<file path="src/rtl/spw_pkg.sv">
// spw_pkg: shared constants and types for the SpaceWire receive decoder.
//
// Contents:
//   CODE_*      control-character codes, value = {c0, c1}
//   NULL_PAT/NULL_MASK  ESC+FCT bit pattern. Bit j is the j-th bit from the head.
//                       Bit 0 (the ESC parity bit) is don't-care.
//   LEN_CTRL/LEN_DATA   character lengths in bits
//   rx_state_e  decoder FSM state
//   is_null()   NULL pattern match on an 8-bit head-first window
package spw_pkg;

   localparam logic [1:0] CODE_FCT = 2'b00;
   localparam logic [1:0] CODE_EOP = 2'b01;
   localparam logic [1:0] CODE_EEP = 2'b10;
   localparam logic [1:0] CODE_ESC = 2'b11;

   // Head-first pattern x,1,1,1,0,1,0,0 (bit 0 is the oldest bit).
   localparam logic [7:0] NULL_PAT  = 8'b0010_1110;
   localparam logic [7:0] NULL_MASK = 8'b1111_1110;

   localparam logic [3:0] LEN_CTRL = 4'd4;
   localparam logic [3:0] LEN_DATA = 4'd10;

   typedef enum logic {
      ST_HUNT   = 1'b0,
      ST_LOCKED = 1'b1
   } rx_state_e;

   function automatic logic is_null(input logic [7:0] win);
      return (win & NULL_MASK) == NULL_PAT;
   endfunction

endpackage

</file>
<file path="src/rtl/spw_char_parse.sv">
// spw_char_parse: combinational decode of the character at the head of the
// bit buffer. head_i[0] is the oldest bit (P), head_i[1] is the flag.
//
// Ports:
//   head_i[9:0]   first ten buffered bits, oldest at index 0
//   prev_par_i    parity of the previous character's payload bits
//   len_o         character length (4 control, 10 data)
//   is_ctrl_o     flag bit
//   code_o        control code {c0, c1}
//   byte_o        data byte; d0 is the LSB
//   par_o         XOR of this character's payload bits
//   parity_ok_o   P ^ flag ^ prev_par == 1
module spw_char_parse
   import spw_pkg::*;
(
   input  logic [9:0] head_i,
   input  logic       prev_par_i,
   output logic [3:0] len_o,
   output logic       is_ctrl_o,
   output logic [1:0] code_o,
   output logic [7:0] byte_o,
   output logic       par_o,
   output logic       parity_ok_o
);

   assign is_ctrl_o   = head_i[1];
   assign len_o       = head_i[1] ? LEN_CTRL : LEN_DATA;
   assign code_o      = {head_i[2], head_i[3]};
   // d0 arrives first and sits at head_i[2], so the slice is already LSB-first.
   assign byte_o      = head_i[9:2];
   assign par_o       = head_i[1] ? (head_i[2] ^ head_i[3]) : (^head_i[9:2]);
   assign parity_ok_o = head_i[0] ^ head_i[1] ^ prev_par_i;

endmodule

</file>
<file path="src/rtl/spw_rx_decoder.sv">
// spw_rx_decoder: SpaceWire receive character decoder.
//
// The decoder collects 8-bit line words into a bit buffer. In HUNT it looks
// for the first NULL. In LOCKED it decodes one character per cycle.
//
// Optional feature: define SPW_RX_TIMECODE_EN to decode ESC+data as a time
// code. When it is not defined, ESC+data is an escape error and the
// time_valid/time_code outputs stay at 0.
//
// Ports:
//   rx_clk_div      decoder clock
//   rst             synchronous active-high reset
//   rx_word         8 line bits; rx_word[7] is the earliest
//   rx_word_valid   rx_word holds new bits; never high on two consecutive cycles
//   char_valid      strobe: char_data/char_is_ctrl valid
//   char_is_ctrl    1 = control character (char_data = code)
//   char_data       data byte or zero-extended control code
//   null_seen       strobe per NULL, including the aligning one
//   time_valid      strobe: time_code valid
//   time_code       time-code byte
//   locked          FSM state (1 = LOCKED)
//   parity_err, esc_err, ovf_err   error strobes
//
// Handshake: there is no back-pressure. rx_word is accepted on every cycle
// that rx_word_valid is high. Every output strobe is a one-cycle registered
// pulse, and its data outputs are valid only in that cycle.
module spw_rx_decoder
   import spw_pkg::*;
#(
   parameter int BUF_BITS = 24
) (
   input  logic       rx_clk_div,
   input  logic       rst,
   input  logic [7:0] rx_word,
   input  logic       rx_word_valid,
   output logic       char_valid,
   output logic       char_is_ctrl,
   output logic [7:0] char_data,
   output logic       null_seen,
   output logic       time_valid,
   output logic [7:0] time_code,
   output logic       locked,
   output logic       parity_err,
   output logic       esc_err,
   output logic       ovf_err
);

   // Bit i of the buffer is the i-th oldest bit. Bits at or above fill are kept at zero.
   logic [BUF_BITS-1:0] buf_q, buf_d, buf_rem;
   logic [4:0]          fill_q, fill_d, fill_rem, consume;
   rx_state_e           state_q, state_d;
   logic                esc_pend_q, esc_pend_d;
   logic                prev_par_q, prev_par_d;
   logic                flush;
   logic                hunt_hit;
   logic [2:0]          hunt_k;
   logic [7:0]          word_rev;
   logic                char_ready;

   logic       char_valid_q, char_valid_d;
   logic       char_is_ctrl_q, char_is_ctrl_d;
   logic [7:0] char_data_q, char_data_d;
   logic       null_seen_q, null_seen_d;
   logic       time_valid_q, time_valid_d;
   logic [7:0] time_code_q, time_code_d;
   logic       parity_err_q, parity_err_d;
   logic       esc_err_q, esc_err_d;
   logic       ovf_err_q, ovf_err_d;

   logic [3:0] p_len;
   logic       p_ctrl;
   logic [1:0] p_code;
   logic [7:0] p_byte;
   logic       p_par;
   logic       p_ok;

   spw_char_parse u_parse (
      .head_i      (buf_q[9:0]),
      .prev_par_i  (prev_par_q),
      .len_o       (p_len),
      .is_ctrl_o   (p_ctrl),
      .code_o      (p_code),
      .byte_o      (p_byte),
      .par_o       (p_par),
      .parity_ok_o (p_ok)
   );

   // The flag is readable once two bits are present. Any bit above fill is zero,
   // so a missing flag reads as data and the decoder waits for ten bits.
   assign char_ready = (fill_q >= 5'd2) &&
                       (p_ctrl ? (fill_q >= {1'b0, LEN_CTRL}) : (fill_q >= {1'b0, LEN_DATA}));

   always_comb begin
      state_d        = state_q;
      esc_pend_d     = esc_pend_q;
      prev_par_d     = prev_par_q;
      consume        = 5'd0;
      flush          = 1'b0;
      hunt_hit       = 1'b0;
      hunt_k         = 3'd0;
      word_rev       = 8'd0;
      char_valid_d   = 1'b0;
      char_is_ctrl_d = 1'b0;
      char_data_d    = 8'd0;
      null_seen_d    = 1'b0;
      time_valid_d   = 1'b0;
      time_code_d    = 8'd0;
      parity_err_d   = 1'b0;
      esc_err_d      = 1'b0;
      ovf_err_d      = 1'b0;

      case (state_q)
         ST_HUNT: begin
            if (fill_q >= 5'd15) begin
               // The loop runs from 7 down to 0, so the lowest matching offset is the one kept.
               for (int k = 7; k >= 0; k--) begin
                  if (is_null(buf_q[k +: 8])) begin
                     hunt_hit = 1'b1;
                     hunt_k   = 3'(k);
                  end
               end
               if (hunt_hit) begin
                  consume     = 5'(hunt_k) + 5'd8;
                  prev_par_d  = 1'b0;
                  esc_pend_d  = 1'b0;
                  null_seen_d = 1'b1;
                  state_d     = ST_LOCKED;
               end else begin
                  consume = 5'd8;
               end
            end
         end
         ST_LOCKED: begin
            if (char_ready) begin
               consume    = {1'b0, p_len};
               prev_par_d = p_par;
               esc_pend_d = 1'b0;
               if (!p_ok) begin
                  parity_err_d = 1'b1;
                  flush        = 1'b1;
               end else if (p_ctrl) begin
                  if (p_code == CODE_ESC) begin
                     if (esc_pend_q) begin
                        esc_err_d = 1'b1;
                        flush     = 1'b1;
                     end else begin
                        esc_pend_d = 1'b1;
                     end
                  end else if (esc_pend_q) begin
                     if (p_code == CODE_FCT) begin
                        null_seen_d = 1'b1;
                     end else begin
                        esc_err_d = 1'b1;
                        flush     = 1'b1;
                     end
                  end else begin
                     char_valid_d   = 1'b1;
                     char_is_ctrl_d = 1'b1;
                     char_data_d    = {6'd0, p_code};
                  end
               end else if (esc_pend_q) begin
`ifdef SPW_RX_TIMECODE_EN
                  time_valid_d = 1'b1;
                  time_code_d  = p_byte;
`else
                  esc_err_d = 1'b1;
                  flush     = 1'b1;
`endif
               end else begin
                  char_valid_d = 1'b1;
                  char_data_d  = p_byte;
               end
            end
         end
         default: state_d = ST_HUNT;
      endcase

      // Consumption happens first. The new word is then appended after the bits that remain.
      fill_rem = fill_q - consume;
      buf_rem  = buf_q >> consume;
      for (int i = 0; i < 8; i++) begin
         word_rev[i] = rx_word[7-i];
      end

      if (!flush && rx_word_valid && (int'(fill_rem) + 8 > BUF_BITS)) begin
         ovf_err_d = 1'b1;
         flush     = 1'b1;
      end

      if (flush) begin
         buf_d      = '0;
         fill_d     = 5'd0;
         state_d    = ST_HUNT;
         esc_pend_d = 1'b0;
      end else if (rx_word_valid) begin
         buf_d  = buf_rem | (BUF_BITS'(word_rev) << fill_rem);
         fill_d = fill_rem + 5'd8;
      end else begin
         buf_d  = buf_rem;
         fill_d = fill_rem;
      end
   end

   always_ff @(posedge rx_clk_div) begin
      if (rst) begin
         buf_q          <= '0;
         fill_q         <= 5'd0;
         state_q        <= ST_HUNT;
         esc_pend_q     <= 1'b0;
         prev_par_q     <= 1'b0;
         char_valid_q   <= 1'b0;
         char_is_ctrl_q <= 1'b0;
         char_data_q    <= 8'd0;
         null_seen_q    <= 1'b0;
         time_valid_q   <= 1'b0;
         time_code_q    <= 8'd0;
         parity_err_q   <= 1'b0;
         esc_err_q      <= 1'b0;
         ovf_err_q      <= 1'b0;
      end else begin
         buf_q          <= buf_d;
         fill_q         <= fill_d;
         state_q        <= state_d;
         esc_pend_q     <= esc_pend_d;
         prev_par_q     <= prev_par_d;
         char_valid_q   <= char_valid_d;
         char_is_ctrl_q <= char_is_ctrl_d;
         char_data_q    <= char_data_d;
         null_seen_q    <= null_seen_d;
         time_valid_q   <= time_valid_d;
         time_code_q    <= time_code_d;
         parity_err_q   <= parity_err_d;
         esc_err_q      <= esc_err_d;
         ovf_err_q      <= ovf_err_d;
      end
   end

   assign char_valid   = char_valid_q;
   assign char_is_ctrl = char_is_ctrl_q;
   assign char_data    = char_data_q;
   assign null_seen    = null_seen_q;
   assign time_valid   = time_valid_q;
   assign time_code    = time_code_q;
   assign parity_err   = parity_err_q;
   assign esc_err      = esc_err_q;
   assign ovf_err      = ovf_err_q;
   assign locked       = (state_q == ST_LOCKED);

endmodule

</file>
<file path="config.mk">
export PLATFORM = sky130hd
export DESIGN_NAME = spw_rx_decoder
export DESIGN_NICKNAME = d
export VERILOG_FILES = /design/src/rtl/spw_pkg.sv /design/src/rtl/spw_char_parse.sv /design/src/rtl/spw_rx_decoder.sv
export SDC_FILE = /design/constraint.sdc
export NUM_CORES = 1
export LEC_CHECK = 0
export BUFFER_PORTS_ARGS = -buffer_cell sky130_fd_sc_hd__buf_2
export CORE_ASPECT_RATIO = 1.25
export CORE_MARGIN = 1
export CORE_UTILIZATION = 26
export CTS_CLUSTER_DIAMETER = 120
export CTS_CLUSTER_SIZE = 28
export DETAILED_ROUTE_END_ITERATION = 7
export PLACE_DENSITY = 0.44
export REMOVE_ABC_BUFFERS = 1
export SKIP_LAST_GASP = 1
export SLEW_MARGIN = 20
export SYNTH_ARGS = -nofsm -noshare
export SYNTH_HDL_FRONTEND = slang
export SYNTH_HIERARCHICAL = 1
export SYNTH_SLANG_ARGS = --single-unit
</file>
<file path="constraint.sdc">
create_clock -name rx_clk_div -period 5 [get_ports rx_clk_div]
set_input_delay 0.25 -clock rx_clk_div [delete_from_list [all_inputs] [get_ports rx_clk_div]]
set_output_delay 0.25 -clock rx_clk_div [all_outputs]
set_load 0.005 [all_outputs]
</file>
==> parameters.txt <==
Parameter                              Value

Clock network
  Setup bufs post-CTS ... 0
  Clock-pin slew of the registers on the worst-case setup and hold paths ... 70 ps
  Number of gates given a new drive strength after cts ... 0
  Number of clock buffers inserted by TritonCTS ... 5
  Clock latency reported for the late side of the worst-skew pair ... 300 ps
  Clock tree sinks ... 46
  Largest buffer count on any clock path ... 2
  Quantity of hold-fixing buffers added after cts ... 0
  Clock root buffer master ... sky130_fd_sc_hd__clkbuf_16
  Number of H-tree branching levels ... 2
  CTS tree ... done

STA
  Final setup violation count ... 0
  Post-Route Hold Slack ... 178.8 ps
  Pins Over Slew Limit ... 0
  Relative max-transition margin ... 43.32%
  Clock Skews ... 9.306 ps
  Final critical path time including I/O delays and setup ... 4622 ps
  Hold violation count in the final report ... 0
  Slew of the pin with the lowest slew margin ... 847.1 ps
  Final period util ... 92.45%
  Unrepaired setup endpoints after global routing ... false
  Peak Freq ... 216.3 MHz

Synth
  Post-synth top flop ... sky130_fd_sc_hd__dfxtp_1
  Warnings, synthesis ... 6
  Proportion of netlist area held by the largest area contributor ... 23.97%
  Distinct cells, synth ... 71
  Post-synthesis area per instance ... 8.022 sq um
  Count of flip-flops with a built-in enable after synthesis ... 0
  Total of flip-flops plus latches after synthesis ... 46
  Area leader, netlist ... sky130_fd_sc_hd__dfxtp_1
  Post-Syn Area ... 3842 sq um
  Async set-or-reset flop fraction in the synthesized netlist ... 0%
  Post-Synthesis Cells ... 479
  Part of the Yosys area used for sequential elements ... 23.97%
  Largest cells by area after synthesis ... sky130_fd_sc_hd__dfxtp_1, sky130_fd_sc_hd__mux2i_1, sky130_fd_sc_hd__nor2_1

Drt
  Number of remaining DRC errors ... 0
  Routed vias/inst ... 5.455
  Average wire per standard cell ... 18.59 um
  Wirelength, routed ... 12,420 um
  Via count ... 3,644
  First-pass iteration count of the detailed router ... 5
  DRT iter0 DRCs ... 235
  Count of nets left with antenna violations after detail routing ... 0

Floorplanning
  Vertical die dimension ... 137.9 um
  # IOs ... 35
  Number of standard-cell rows in the floorplan ... 49
  Chip width ... 110.7 um
  Floorplan core area ... 14,410 sq um
  Starting density of the core ... 26.67%
  Area of the die ... 15,270 sq um

Place
  Global placer's final weighted congestion ... 0.8509
  Count of buffers inserted at the top-level ports ... 25
  Placed wire-length estimate after detailed placement ... 9638 um
  Post-DP Area ... 4028 sq um

Global routing
  Maximum number of pins on one net before global-route repair ... 22
  All-Layer GR Usage ... 16.47%
  Number of antenna violations at the first check in global routing ... 0
  Total grt overflow ... 0
  Number of global-route vias before repair ... 3,560
  Global-route wire length before repair ... 19,530 um

Final layout
  Inserted Diodes ... 0
  Layout area overhead ... 8.759%
  Final Instance Area ... 4179 sq um
  Share of layout cells above drive strength 1 ... 15.10%
  Filler cell count ... 1,580
  Final net count ... 507

Power
  Pwr per Cell Area ... 479.0 nW/um^2
  Worst vdd rail ir drop ... 0.0002220 V
  Leakage power summed over all cells ... 0.001685 uW
  Overall Power ... 2002 uW

Setup path
  CP endpoint kind ... register
  Crit Path Max Fanout ... 14
  WS Path Type ... reg2reg
  Worst path required time ... 5130 ps
  Worst Setup Start Kind ... register
  Worst EP arrival ... 4750 ps

Outcome
  Result of the run ... complete, no violations

Worst hold path
  Hold Crit Class ... in2reg

Job
  Count of max-cap constraint violations ... 0
[power by group]
part           internal, uW  switching [uW]  total, uW
clock network           199             159        358
logic                   432             630       1060
registers               445             137        582
[cells in the final DEF (no fill, tap or decap), types with 3 or more instances in the layout]
cell                        instances
sky130_fd_sc_hd__a211oi_1          15
sky130_fd_sc_hd__a21oi_1           25
sky130_fd_sc_hd__a22oi_1           18
sky130_fd_sc_hd__a2bb2oi_1          4
sky130_fd_sc_hd__a31oi_1            5
sky130_fd_sc_hd__a32oi_1            3
sky130_fd_sc_hd__and2_1            11
sky130_fd_sc_hd__and3_1             3
sky130_fd_sc_hd__and4bb_1           3
sky130_fd_sc_hd__and4bb_2           3
sky130_fd_sc_hd__buf_2             25
sky130_fd_sc_hd__buf_4             18
sky130_fd_sc_hd__clkbuf_16          5
sky130_fd_sc_hd__conb_1            10
sky130_fd_sc_hd__dfxtp_1           46
sky130_fd_sc_hd__ha_1               6
sky130_fd_sc_hd__inv_1             12
sky130_fd_sc_hd__mux2_2             3
sky130_fd_sc_hd__mux2i_1           40
sky130_fd_sc_hd__nand2_1           45
sky130_fd_sc_hd__nand2b_1           7
sky130_fd_sc_hd__nand3_1           13
sky130_fd_sc_hd__nand3b_1           4
sky130_fd_sc_hd__nor2_1            52
sky130_fd_sc_hd__nor2b_1            5
sky130_fd_sc_hd__nor3_1             8
sky130_fd_sc_hd__o211ai_1           3
sky130_fd_sc_hd__o21ai_0           17
sky130_fd_sc_hd__o22ai_1            9
sky130_fd_sc_hd__o31ai_1            3
sky130_fd_sc_hd__o32ai_1            3
sky130_fd_sc_hd__or2_2              3
sky130_fd_sc_hd__or3_1              7
sky130_fd_sc_hd__xnor2_1            7
sky130_fd_sc_hd__xor2_1             4
[cell usage after synthesis (3+ instances only)]
library cell	count
sky130_fd_sc_hd__or2_2	3
sky130_fd_sc_hd__nor2_1	52
sky130_fd_sc_hd__dfxtp_1	46
sky130_fd_sc_hd__a21oi_1	25
sky130_fd_sc_hd__and4bb_1	3
sky130_fd_sc_hd__xor2_1	4
sky130_fd_sc_hd__or3_1	7
sky130_fd_sc_hd__xnor2_1	7
sky130_fd_sc_hd__inv_1	12
sky130_fd_sc_hd__a2bb2oi_1	4
sky130_fd_sc_hd__buf_4	24
sky130_fd_sc_hd__and2_1	11
sky130_fd_sc_hd__buf_6	5
sky130_fd_sc_hd__ha_1	6
sky130_fd_sc_hd__nand2_1	45
sky130_fd_sc_hd__mux2_2	3
sky130_fd_sc_hd__a22oi_1	18
sky130_fd_sc_hd__o21ai_0	17
sky130_fd_sc_hd__nand3_1	13
sky130_fd_sc_hd__nor2b_1	5
sky130_fd_sc_hd__buf_2	3
sky130_fd_sc_hd__o31ai_1	3
sky130_fd_sc_hd__and4bb_2	3
sky130_fd_sc_hd__nor3_1	8
sky130_fd_sc_hd__mux2i_1	40
sky130_fd_sc_hd__o22ai_1	9
sky130_fd_sc_hd__o211ai_1	3
sky130_fd_sc_hd__nand3b_1	4
sky130_fd_sc_hd__clkbuf_1	14
sky130_fd_sc_hd__and3_1	3
sky130_fd_sc_hd__a32oi_1	3
sky130_fd_sc_hd__nand2b_1	7
sky130_fd_sc_hd__a31oi_1	5
sky130_fd_sc_hd__o32ai_1	3
sky130_fd_sc_hd__a211oi_1	15
[final timing paths]
| check | startpoint | end | slack [ps] | cells after the start |
|---|---|---|---|---|
| setup / recovery | buf_q[3]$_SDFF_PP0_ | buf_q[3]$_SDFF_PP0_ | 380 | 16 |
| hold / removal | rst | null_seen$_SDFF_PP0_ | 180 | 2 |
| setup reg to reg | buf_q[3]$_SDFF_PP0_ | buf_q[3]$_SDFF_PP0_ | 380 | 16 |
| hold reg to reg | prev_par_q$_SDFFE_PP0P_ | prev_par_q$_SDFFE_PP0P_ | 500 | 2 |
[per-stage QoR]
step	utilization (%)	worst slack [ps]	setup TNS [ps]	instances
after global routing	29.01	94.39	0	668
after global placement	27.95	504.3	0	660
final	29.01	377.7	0	668
after detailed placement	27.95	487.4	0	660
after floorplan	-	-180.6	-180.6	439
after CTS	29.01	465.7	0	668
[worst max-delay path, stage by stage (launching register included)]
cell	delay, ps
sky130_fd_sc_hd__dfxtp_1	550
sky130_fd_sc_hd__nand3b_1	140
sky130_fd_sc_hd__or4_4	550
sky130_fd_sc_hd__and2_1	180
sky130_fd_sc_hd__a32o_1	300
sky130_fd_sc_hd__fa_1	470
sky130_fd_sc_hd__nor2b_1	120
sky130_fd_sc_hd__o21ai_0	80
sky130_fd_sc_hd__nand2b_1	130
sky130_fd_sc_hd__xor2_1	210
sky130_fd_sc_hd__inv_1	120
sky130_fd_sc_hd__ha_1	310
sky130_fd_sc_hd__nand4_1	90
sky130_fd_sc_hd__o221ai_1	270
sky130_fd_sc_hd__nand2b_1	120
sky130_fd_sc_hd__buf_4	200
sky130_fd_sc_hd__nor4_1	600
[registers in the layout, summed over array words and instances, names as in the netlist]
| register | count |
|---|---|
| null_seen | 1 |
| esc_err | 1 |
| char_data | 8 |
| char_is_ctrl | 1 |
| ovf_err | 1 |
| locked | 1 |
| prev_par_q | 1 |
| esc_pend_q | 1 |
| char_valid | 1 |
| buf_q | 24 |
| fill_q | 5 |
| parity_err | 1 |
[metal layers]
| metal | up-vias | wire length [um] | track usage, % |
|---|---|---|---|
| met1 | 1745 | 5093 | 18.47 |
| met4 | 0 | 603 | 10.15 |
| met3 | 41 | 506 | 2.142 |
| met5 | - | 0 | 0 |
| li1 | 1731 | - | - |
| met2 | 127 | 6212 | 29.85 |
[cell families after synthesis]
group	count (synthesis)	synth area share, %
simple gates	179	24.13
compound gates	123	22.40
buf+inv	62	9.964
mux	48	13.77
flops	46	23.97
xor+xnor	12	3.093
fa+ha+maj	7	2.475
other cells	2	0.1954
[final cells by class]
| type | instances | area (sq um) | share of cell area (%) |
|---|---|---|---|
| timing repair buffer | 43 | 260.3 | 6.228 |
| tap | 178 | 222.7 | 5.329 |
| clock buffer | 6 | 138.9 | 3.323 |
| multi-input combinational | 379 | 2569 | 61.47 |
| sequential | 46 | 920.9 | 22.04 |
| inverter | 14 | 55.05 | 1.317 |
| clock inverter | 2 | 12.51 | 0.2994 |
(Power assumes the default switching activity.)
